<file path="config.mk">
export PLATFORM = sky130hd
export DESIGN_NAME = pdm_capture_flat
export DESIGN_NICKNAME = d
export VERILOG_FILES = /design/src/rtl/pdm_capture_pkg.sv /design/src/rtl/pdm_capture_if.sv /design/src/rtl/pdm_capture_byte_fifo.sv /design/src/rtl/pdm_capture.sv /design/src/flat_wrapper.sv
export SDC_FILE = /design/constraint.sdc
export NUM_CORES = 1
export LEC_CHECK = 0
export ABC_AREA = 1
export BUFFER_PORTS_ARGS = -buffer_cell sky130_fd_sc_hd__buf_4
export CORE_ASPECT_RATIO = 1.2
export CORE_UTILIZATION = 55
export CTS_BUF_LIST = sky130_fd_sc_hd__clkbuf_8
export DETAILED_ROUTE_END_ITERATION = 10
export GPL_ROUTABILITY_DRIVEN = 0
export PLACE_DENSITY = 0.84
export RECOVER_POWER = 50
export SLEW_MARGIN = 25
export SYNTH_ARGS = -nofsm -noshare
export SYNTH_HDL_FRONTEND = slang
export SYNTH_SLANG_ARGS = --single-unit
</file>
<file path="constraint.sdc">
create_clock -name clk -period 2 [get_ports clk]
set_input_delay 0.1 -clock clk [delete_from_list [all_inputs] [get_ports clk]]
set_output_delay 0.1 -clock clk [all_outputs]
set_load 0.05 [all_outputs]
</file>
<file path="src/rtl/pdm_capture_pkg.sv">
// Constants shared by the PDM capture path and the ethernet sender that drains it.
// Holds the default divider/FIFO sizing, the byte width and a saturating-increment helper.
package pdm_capture_pkg;

  localparam int PDM_DIV_DEFAULT    = 16;
  localparam int FIFO_DEPTH_DEFAULT = 16;
  localparam int BYTE_W             = 8;
  localparam int DROP_W             = 8;

  typedef logic [BYTE_W-1:0] byte_t;
  typedef logic [DROP_W-1:0] drop_t;

  function automatic drop_t sat_inc(input drop_t v);
    return (v == '1) ? v : v + DROP_W'(1);
  endfunction

endpackage

</file>
<file path="src/rtl/pdm_capture_if.sv">
// Byte stream from the capture FIFO to its consumer.
// Handshake: a byte transfers on every rising clk edge where out_valid and out_ready are both 1;
// while out_valid=1 and out_ready=0, out_data and out_valid hold steady.
interface pdm_capture_if;
  import pdm_capture_pkg::*;

  byte_t out_data;
  logic  out_valid;
  logic  out_ready;

  modport master (output out_data, output out_valid, input out_ready);
  modport slave  (input out_data, input out_valid, output out_ready);
endinterface

</file>
<file path="src/rtl/pdm_capture_byte_fifo.sv">
// Synchronous first-word-fall-through byte FIFO with full/empty flags.
// A write while full is accepted only when a read retires the head on the same edge.
module byte_fifo
  import pdm_capture_pkg::*;
#(
  parameter int DEPTH = FIFO_DEPTH_DEFAULT
) (
  input  logic  clk,
  input  logic  rst_n,
  input  logic  wr_en,
  input  byte_t wr_data,
  input  logic  rd_en,
  output byte_t rd_data,
  output logic  full,
  output logic  empty
);

  localparam int AW = $clog2(DEPTH);

  byte_t         mem [DEPTH];
  logic [AW:0]   wr_ptr;
  logic [AW:0]   rd_ptr;
  logic          do_rd;
  logic          do_wr;

  // Pointers carry one extra wrap bit so full and empty can be told apart.
  assign empty   = (wr_ptr == rd_ptr);
  assign full    = (wr_ptr[AW] != rd_ptr[AW]) && (wr_ptr[AW-1:0] == rd_ptr[AW-1:0]);
  assign do_rd   = rd_en && !empty;
  assign do_wr   = wr_en && (!full || do_rd);
  assign rd_data = empty ? '0 : mem[rd_ptr[AW-1:0]];

  always_ff @(posedge clk) begin
    if (!rst_n) begin
      wr_ptr <= '0;
      rd_ptr <= '0;
    end else begin
      if (do_wr) wr_ptr <= wr_ptr + (AW+1)'(1);
      if (do_rd) rd_ptr <= rd_ptr + (AW+1)'(1);
    end
  end

  always_ff @(posedge clk) begin
    if (do_wr) mem[wr_ptr[AW-1:0]] <= wr_data;
  end

endmodule

</file>
<file path="src/rtl/pdm_capture.sv">
// PDM microphone front end: generates the mic clock, samples on its falling edge,
// packs bits MSB-first into bytes and buffers them, counting bytes lost to a full FIFO.
module pdm_capture
  import pdm_capture_pkg::*;
#(
  parameter int PDM_DIV    = PDM_DIV_DEFAULT,
  parameter int FIFO_DEPTH = FIFO_DEPTH_DEFAULT
) (
  input  logic             clk,
  input  logic             rst_n,
  input  logic             enable,
  output logic             au_pdm_clk,
  input  logic             au_pdm_data,
  pdm_capture_if.master    stream,
  output logic             overflow,
  output drop_t            drop_count
);

  localparam int CW   = $clog2(PDM_DIV);
  localparam int HALF = PDM_DIV / 2;

  logic [CW-1:0] cnt;
  logic [CW-1:0] cnt_next;
  logic [3:0]    bit_cnt;
  byte_t         shift;
  logic          sample;
  logic          push;
  logic          pop;
  logic          fifo_full;
  logic          fifo_empty;
  byte_t         fifo_rd_data;

  always_comb begin
    cnt_next = '0;
    if (enable) cnt_next = (cnt == CW'(PDM_DIV-1)) ? '0 : cnt + CW'(1);
  end

  // Sampling on the HALF-1 -> HALF step coincides with the registered mic clock falling.
  assign sample = enable && (cnt == CW'(HALF-1));
  assign push   = (bit_cnt == 4'd8);
  assign pop    = stream.out_valid && stream.out_ready;

  always_ff @(posedge clk) begin
    if (!rst_n) begin
      cnt        <= '0;
      au_pdm_clk <= 1'b0;
      bit_cnt    <= '0;
      shift      <= '0;
      overflow   <= 1'b0;
      drop_count <= '0;
    end else begin
      cnt        <= cnt_next;
      au_pdm_clk <= enable && (cnt_next < CW'(HALF));
      if (push) begin
        bit_cnt <= '0;
      end else if (!enable) begin
        bit_cnt <= '0;
        shift   <= '0;
      end else if (sample) begin
        shift   <= {shift[BYTE_W-2:0], au_pdm_data};
        bit_cnt <= bit_cnt + 4'd1;
      end
      if (push && fifo_full && !pop) begin
        overflow   <= 1'b1;
        drop_count <= sat_inc(drop_count);
      end
    end
  end

  byte_fifo #(.DEPTH(FIFO_DEPTH)) u_fifo (
    .clk     (clk),
    .rst_n   (rst_n),
    .wr_en   (push),
    .wr_data (shift),
    .rd_en   (stream.out_ready),
    .rd_data (fifo_rd_data),
    .full    (fifo_full),
    .empty   (fifo_empty)
  );

  assign stream.out_valid = !fifo_empty;
  assign stream.out_data  = fifo_rd_data;

endmodule

</file>
<file path="src/flat_wrapper.sv">
// flat-port wrapper written by rule: the top's interface ports become plain ports
module pdm_capture_flat import pdm_capture_pkg::*;
#(
  parameter int PDM_DIV    = PDM_DIV_DEFAULT,
  parameter int FIFO_DEPTH = FIFO_DEPTH_DEFAULT
)
  (clk, rst_n, enable, au_pdm_clk, au_pdm_data, overflow, drop_count, stream_out_data, stream_out_valid, stream_out_ready);
  pdm_capture_if stream_i ();
  input  logic clk;
  input  logic rst_n;
  input  logic enable;
  output logic au_pdm_clk;
  input  logic au_pdm_data;
  output logic overflow;
  output drop_t drop_count;
  output wire logic [$bits(stream_i.out_data)-1:0] stream_out_data;
  output wire logic [$bits(stream_i.out_valid)-1:0] stream_out_valid;
  input wire logic [$bits(stream_i.out_ready)-1:0] stream_out_ready;
  assign stream_out_data = stream_i.out_data;
  assign stream_out_valid = stream_i.out_valid;
  assign stream_i.out_ready = stream_out_ready;
  pdm_capture #(.PDM_DIV(PDM_DIV), .FIFO_DEPTH(FIFO_DEPTH)) u_core (.clk(clk), .rst_n(rst_n), .enable(enable), .au_pdm_clk(au_pdm_clk), .au_pdm_data(au_pdm_data), .stream(stream_i), .overflow(overflow), .drop_count(drop_count));
endmodule
</file>
==> results.yml, run 1 <==
sta:
  drv_slew: 0
  min_period_ps: 2090
  report.final.hold_viol_count: 0
  setup_viol: 8
  timing.final.ws_setup_ps: -94.6
  final.setup.tns_ps: -546
  rsz0062_at_grt: "yes"
  worst_slew_pin_slew_ps: 1010
  fin_crit_sh: 1.05
  fin_skew_ps: 10.9
  slew_headroom: 0.329
  max_freq_mhz: 477
place:
  place_ws_ps: -24.9
  port_buffers: 23
  hpwl_um: 10600
critical_path:
  path_cells: "buf_8 -> buf_8 -> a21oi_2 -> o21ai_1 -> nand3_1 -> o21ai_2 -> nand2_1 -> nand2_2 -> nor2_2 -> buf_6"
  endpoint_kind: "output port"
  worstSetupStartpointType: "flop"
  worstSetupPathType: "reg2out"
  cpMostUsedCell: "buf_8"
  crit_buf_inv: 3
  cpPeakStageDelay_ps: 390
  cp_top_family: "buffers and inverters"
  crit_required_ps: 1900
  crit_arrival_ps: 1990
  slowest_stage: "dfxtp_4"
  crit_fanout: 6
drt:
  wl_per_cell_um: 18.1
  vias: 5365
  vias_per_cell: 5.70
  drc_errors: 0
  drt-initial-drc-count: 415
  first_pass_iters: 5
  wl_um: 17100
  postRouteAntennaNets: 0
floorplanning:
  die_h_um: 127
  num_io_pins: 24
  die_w_um: 107
  num_rows: 45
  dieArea_um2: 13600
  start_util: 0.567
  core_area_um2: 12700
synthesis:
  synth_cell_types: 30
  seq_area_frac_synth: 0.644
  synth_nets: 721
  synth-seq-cells: 168
  yosysWarnings: 0
  syn_area_um2: 7210
  synth_cells: 707
  synth_area_per_cell_um2: 10.2
grt:
  grtUsageMet2: 0.476
  met3_usage: 0.0464
  gr-total-overflow: 0
  grt_pass1_wl_um: 26200
  grt_busiest_layer: "met2"
  antenna_found_initial: 0
  grt_use_total: 0.261
  use_met1: 0.299
  grt_max_degree: 32
  grt_pass1_vias: 5195
power_and_ir_drop:
  clkPwrFrac: 0.328
  ir_worst_vdd_mv: 0.414
  comb_power_share: 0.127
  pwr_density_cell_nw_per_um2: 804
  intPower_mw: 5.15
  seq_power_share: 0.544
  net-switching-power_mw: 1.71
  p_leak_nw: 3.22
  p_sw_frac: 0.249
status:
  violations: "setup timing"
  status: "finished, violations left"
final_layout:
  nFillCells: 908
  final_common_cell: "edfxtp_1"
  drive_above_1_share: 0.206
  antenna_cells: 0
  layout_common_cells: "128 x edfxtp_1, 122 x nand2_1, 94 x inv_1"
  final_core_util: 0.670
  final_nets: 779
  syn_to_final_growth_pct: 18.2
clock_tree:
  cts_tree: "built"
  cts_buffers: 17
  root_buffer: "clkbuf_8"
  h-tree-depth: 4
  clock_sinks: 168
  clk_pin_slew_ps: 90
  clk_path_buf_depth: 2
  clock_latency_ps: 440
run:
  maxCapViolations: 0
worst_hold_path:
  worst_hold_path_type: "reg2reg"
[metrics by stage]
step / power [mW] / cell area [um2] / std cells / hold WS, ps
finish: 6.85 / 8520 / 941 / 455
detailed placement: 4.43 / 7680 / 893 / 396
CTS: 6.82 / 8450 / 941 / 462
floorplan: 4.26 / 7210 / 707 / 249
global placement: 4.40 / 7680 / 893 / 380
global route: 7.07 / 8520 / 941 / 481
[worst register-to-register path, stage by stage, from the launching register on]
cell	delay, ps
dfxtp_1	330
inv_1	90
ha_1	160
nand3_1	100
inv_1	100
nand2_2	80
inv_2	100
nand2_1	190
nor2_2	400
[cell families after synthesis]
family / synth area share
adder cells (fa/ha/maj): 0.0156
buffers and inverters: 0.0743
AND/OR/NAND/NOR: 0.143
XOR/XNOR: 0.00850
flip-flops: 0.644
AO/OA/AOI/OAI: 0.115
[timing repair]
item                       CTS  global route
setup endpoints to repair   31           106
resized for setup           77            34
pin swaps                   18             6
hold buffers                 4             0
setup buffers               11             0
cloned                       2             0
hold endpoints to repair    16             0
[registers in the layout (all words and copies together), names as in the netlist, named ones only]
register / flops
u_core.au_pdm_clk: 1
u_core.u_fifo.wr_ptr: 5
u_core.bit_cnt: 4
u_core.overflow: 1
u_core.u_fifo.mem: 128
u_core.shift: 8
u_core.u_fifo.rd_ptr: 5
u_core.drop_count: 8
u_core.cnt: 4
[cell usage after synthesis]
library cell	number	share of area
edfxtp_1	128	0.53
nand2_1	125	0.065
inv_1	93	0.048
a21oi_1	66	0.046
o21ai_0	58	0.040
nor2_1	52	0.027
nand3_1	44	0.031
dfxtp_1	40	0.11
o211ai_1	24	0.025
buf_2	14	0.0097
ha_1	9	0.016
clkbuf_1	7	0.0036
nand2_2	7	0.0061
inv_2	6	0.0031
xor2_1	5	0.0061
buf_1	4	0.0021
buf_4	3	0.0031
nand4_1	3	0.0026
nor2_2	3	0.0026
a21oi_2	2	0.0024
nor2_4	2	0.0031
nor3_1	2	0.0014
nor3b_1	2	0.0021
xnor2_1	2	0.0024
buf_6	1	0.0016
buf_8	1	0.0021
clkinv_1	1	0.00052
nand3_2	1	0.0014
nand3b_1	1	0.0010
o21bai_1	1	0.0010
[area by class of cell]
cell class | instances | area [um2] | area share
Sequential cell | 168 | 4650 | 0.546
Clock buffer | 17 | 234 | 0.0275
Clock inverter | 14 | 135 | 0.0159
Multi-Input combinational cell | 409 | 2240 | 0.263
Tap cell | 164 | 205 | 0.0241
Inverter | 100 | 375 | 0.0441
Timing Repair Buffer | 69 | 676 | 0.0793
[layer usage]
layer  vias up  wire length, um
li1       2497                -
met1      2609             6470
met2       226             9140
met3        33             1020
met4         0              440
met5         -                0
[power groups by stage]
stage	Combinational [mW]	Clock (mW)	Sequential, mW
6_report	0.873	2.25	3.73
4_1_cts	0.824	2.26	3.73
3_5_place_dp	0.585	0	3.84
5_1_grt	0.927	2.41	3.73
3_3_place_gp	0.555	0	3.84
2_1_floorplan	0.454	0	3.80
[worst paths after layout]
path / from / end / slack [ps] / cells past startpoint
min: u_core.cnt[0]$_SDFF_PP0_ / u_core.cnt[0]$_SDFF_PP0_ / 460 / 1
max: flop / stream_out_data[1] / -90 / 10
max reg2reg: u_core.bit_cnt[0]$_SDFFE_PP0P_ / u_core.u_fifo.mem[12][5]$_DFFE_PP_ / 100 / 8
min reg2reg: u_core.cnt[0]$_SDFF_PP0_ / u_core.cnt[0]$_SDFF_PP0_ / 460 / 1
Note: power is estimated with default switching activity, not from simulation.
==> run 2, diff against run 1 <==
Settings changed: CORE_UTILIZATION 55 to 33, PLACE_DENSITY 0.84 to 0.6.
==> results.yml, run 2 (synthesis results as in run 1) <==
place:
  dpl-instance-area_um2: 7970
  hpwl_um: 10400
  port_buffers: 23
critical_path:
  r2r-end: "u_core.u_fifo.mem[14][4]$_DFFE_PP_"
  crit_path_end: "stream_out_data[2]"
  reg2reg_depth: 12
  reg2reg_slack_ps: 140
  crit_buf_inv: 3
  crit_arrival_ps: 2020
  crit_fanout: 23
  worstReg2RegStart: "u_core.u_fifo.wr_ptr[4]$_SDFFE_PN0P_"
  worstSetupStartpointType: "flop"
  cpMostUsedCell: "a21oi_2"
  endpoint_kind: "output port"
  path_cells: "buf_12 -> bufbuf_16 -> a21oi_2 -> o21ai_1 -> nand3_1 -> a21oi_2 -> nor2_2 -> buf_6"
  worstSetupPathType: "reg2out"
  cpPeakStageDelay_ps: 370
  crit_required_ps: 1900
  slowest_stage: "dfxtp_4"
  crit_cells: 8
  cp_top_family: "buffers and inverters"
drt:
  wl_per_cell_um: 16.2
  drc_errors: 0
  postRouteAntennaNets: 0
  drt-initial-drc-count: 310
  first_pass_iters: 5
  wl_um: 17300
  vias: 5229
  vias_per_cell: 4.87
sta:
  worst_slew_pin_slew_ps: 1050
  fin_crit_sh: 1.06
  max_freq_mhz: 472
  final.setup.tns_ps: -735
  setup_viol: 8
  holdWs_ps: 459
  report.final.hold_viol_count: 0
  timing.final.ws_setup_ps: -119
  min_period_ps: 2120
  rsz0062_at_grt: "yes"
  fin_skew_ps: 17.1
  drv_slew: 0
  slew_headroom: 0.299
status:
  violations: "setup timing"
  status: "finished, violations left"
floorplanning:
  num_rows: 58
  start_util: 0.340
  core_area_um2: 21200
  dieArea_um2: 22400
  die_w_um: 137
  num_io_pins: 24
  die_h_um: 164
power_and_ir_drop:
  p_leak_nw: 3.34
  pwr_density_cell_nw_per_um2: 804
  p_total_mw: 7.18
  ir_worst_vdd_mv: 0.395
grt:
  grt_use_total: 0.157
  antenna_found_initial: 0
  grt_busiest_layer: "met2"
  met3_usage: 0.0306
  grt_max_degree: 32
  gr-total-overflow: 0
  grt_pass1_vias: 4963
  grtUsageMet2: 0.276
  use_met1: 0.186
  grt_pass1_wl_um: 25900
clock_tree:
  clock_sinks: 168
  clk_pin_slew_ps: 90
  root_buffer: "clkbuf_8"
  cts_buffers: 17
  clock_latency_ps: 460
  clk_path_buf_depth: 2
  h-tree-depth: 4
  cts_tree: "built"
final_layout:
  multiInputGateArea_um2: 2280
  nFillCells: 2063
  final_nets: 804
  layout_common_cells: "128 x edfxtp_1, 114 x nand2_1, 91 x inv_1"
  largest_reg_flops: 128
  drive_above_1_share: 0.240
  final_common_cell: "edfxtp_1"
  final_area_um2: 8930
  antenna_cells: 0
  seq_area_um2: 4670
  syn_to_final_growth_pct: 23.9
worst_hold_path:
  worst_hold_path_type: "reg2reg"
  hold_depth: 1
run:
  maxCapViolations: 0
-- run 2: cell types whose count changed in the layout (fill, tap and decap cells not counted), sizes merged --
cell      before  now
bufbuf         0    1
clkbuf        25   37
buf           57   68
clkinvlp       3    2
clkinv         8    3
nand2        132  133
inv          101  109
bufinv         2    1
-- run 2: what timing repair did --
| item | 4_1_cts | 5_1_grt |
|---|---|---|
| endpoints found under the hold margin | 19 | 0 |
| cloned | 1 | 5 |
| pin swaps | 1 | 33 |
| gates resized for setup | 37 | 97 |
| buffers inserted | 7 | 7 |
| setup endpoints to repair | 120 | 89 |
| hold buffers | 4 | 0 |
-- run 2: layer usage --
metal  vias to the layer above  part of all wire
met3                        34             0.049
li1                       2556                 -
met1                      2479              0.42
met5                         -                 0
met4                         0             0.029
met2                       160              0.50
-- run 2: final cells by class --
cell class,instances,share of cell area
clock inverters,15,0.0193
flip-flops and latches,168,0.522
clock buffers,17,0.0262
repair buffers,93,0.0958
inverters,100,0.0426
multi-input cells,410,0.256
well taps,270,0.0378
-- run 2: how the worst min path moves through the flow --
stage                                  start                           end  slack [ps]
global route                     au_pdm_data  u_core.shift[0]$_SDFFE_PN0P_         470
global placement                 au_pdm_data  u_core.shift[0]$_SDFFE_PN0P_         390
floorplan                        au_pdm_data  u_core.shift[0]$_SDFFE_PN0P_         250
CTS                 u_core.cnt[0]$_SDFF_PP0_      u_core.cnt[0]$_SDFF_PP0_         460
finish              u_core.cnt[0]$_SDFF_PP0_      u_core.cnt[0]$_SDFF_PP0_         460
detailed placement               au_pdm_data  u_core.shift[0]$_SDFFE_PN0P_         400
-- run 2: report_power, final --
part	internal, mW	switching, mW	leakage (nW)
combinational	0.409	0.558	1.74
clock	1.06	1.42	0.202
sequential	3.71	0.0217	1.40
-- run 2: metrics by stage --
step | instances | setup WS, ps | util
floorplan | 707 | 141 | -
global placement | 1017 | -94.9 | 0.376
detailed placement | 1017 | -98.8 | 0.376
CTS | 1061 | -121 | 0.405
global route | 1073 | -204 | 0.422
finish | 1073 | -119 | 0.422
-- run 2: worst reg2reg max path: cells and delay by family, from the launching register on --
| family | cells | cell delay, ps |
|---|---|---|
| AND/OR/NAND/NOR | 7 | 610 |
| buffers and inverters | 5 | 640 |
| flip-flops | 1 | 330 |
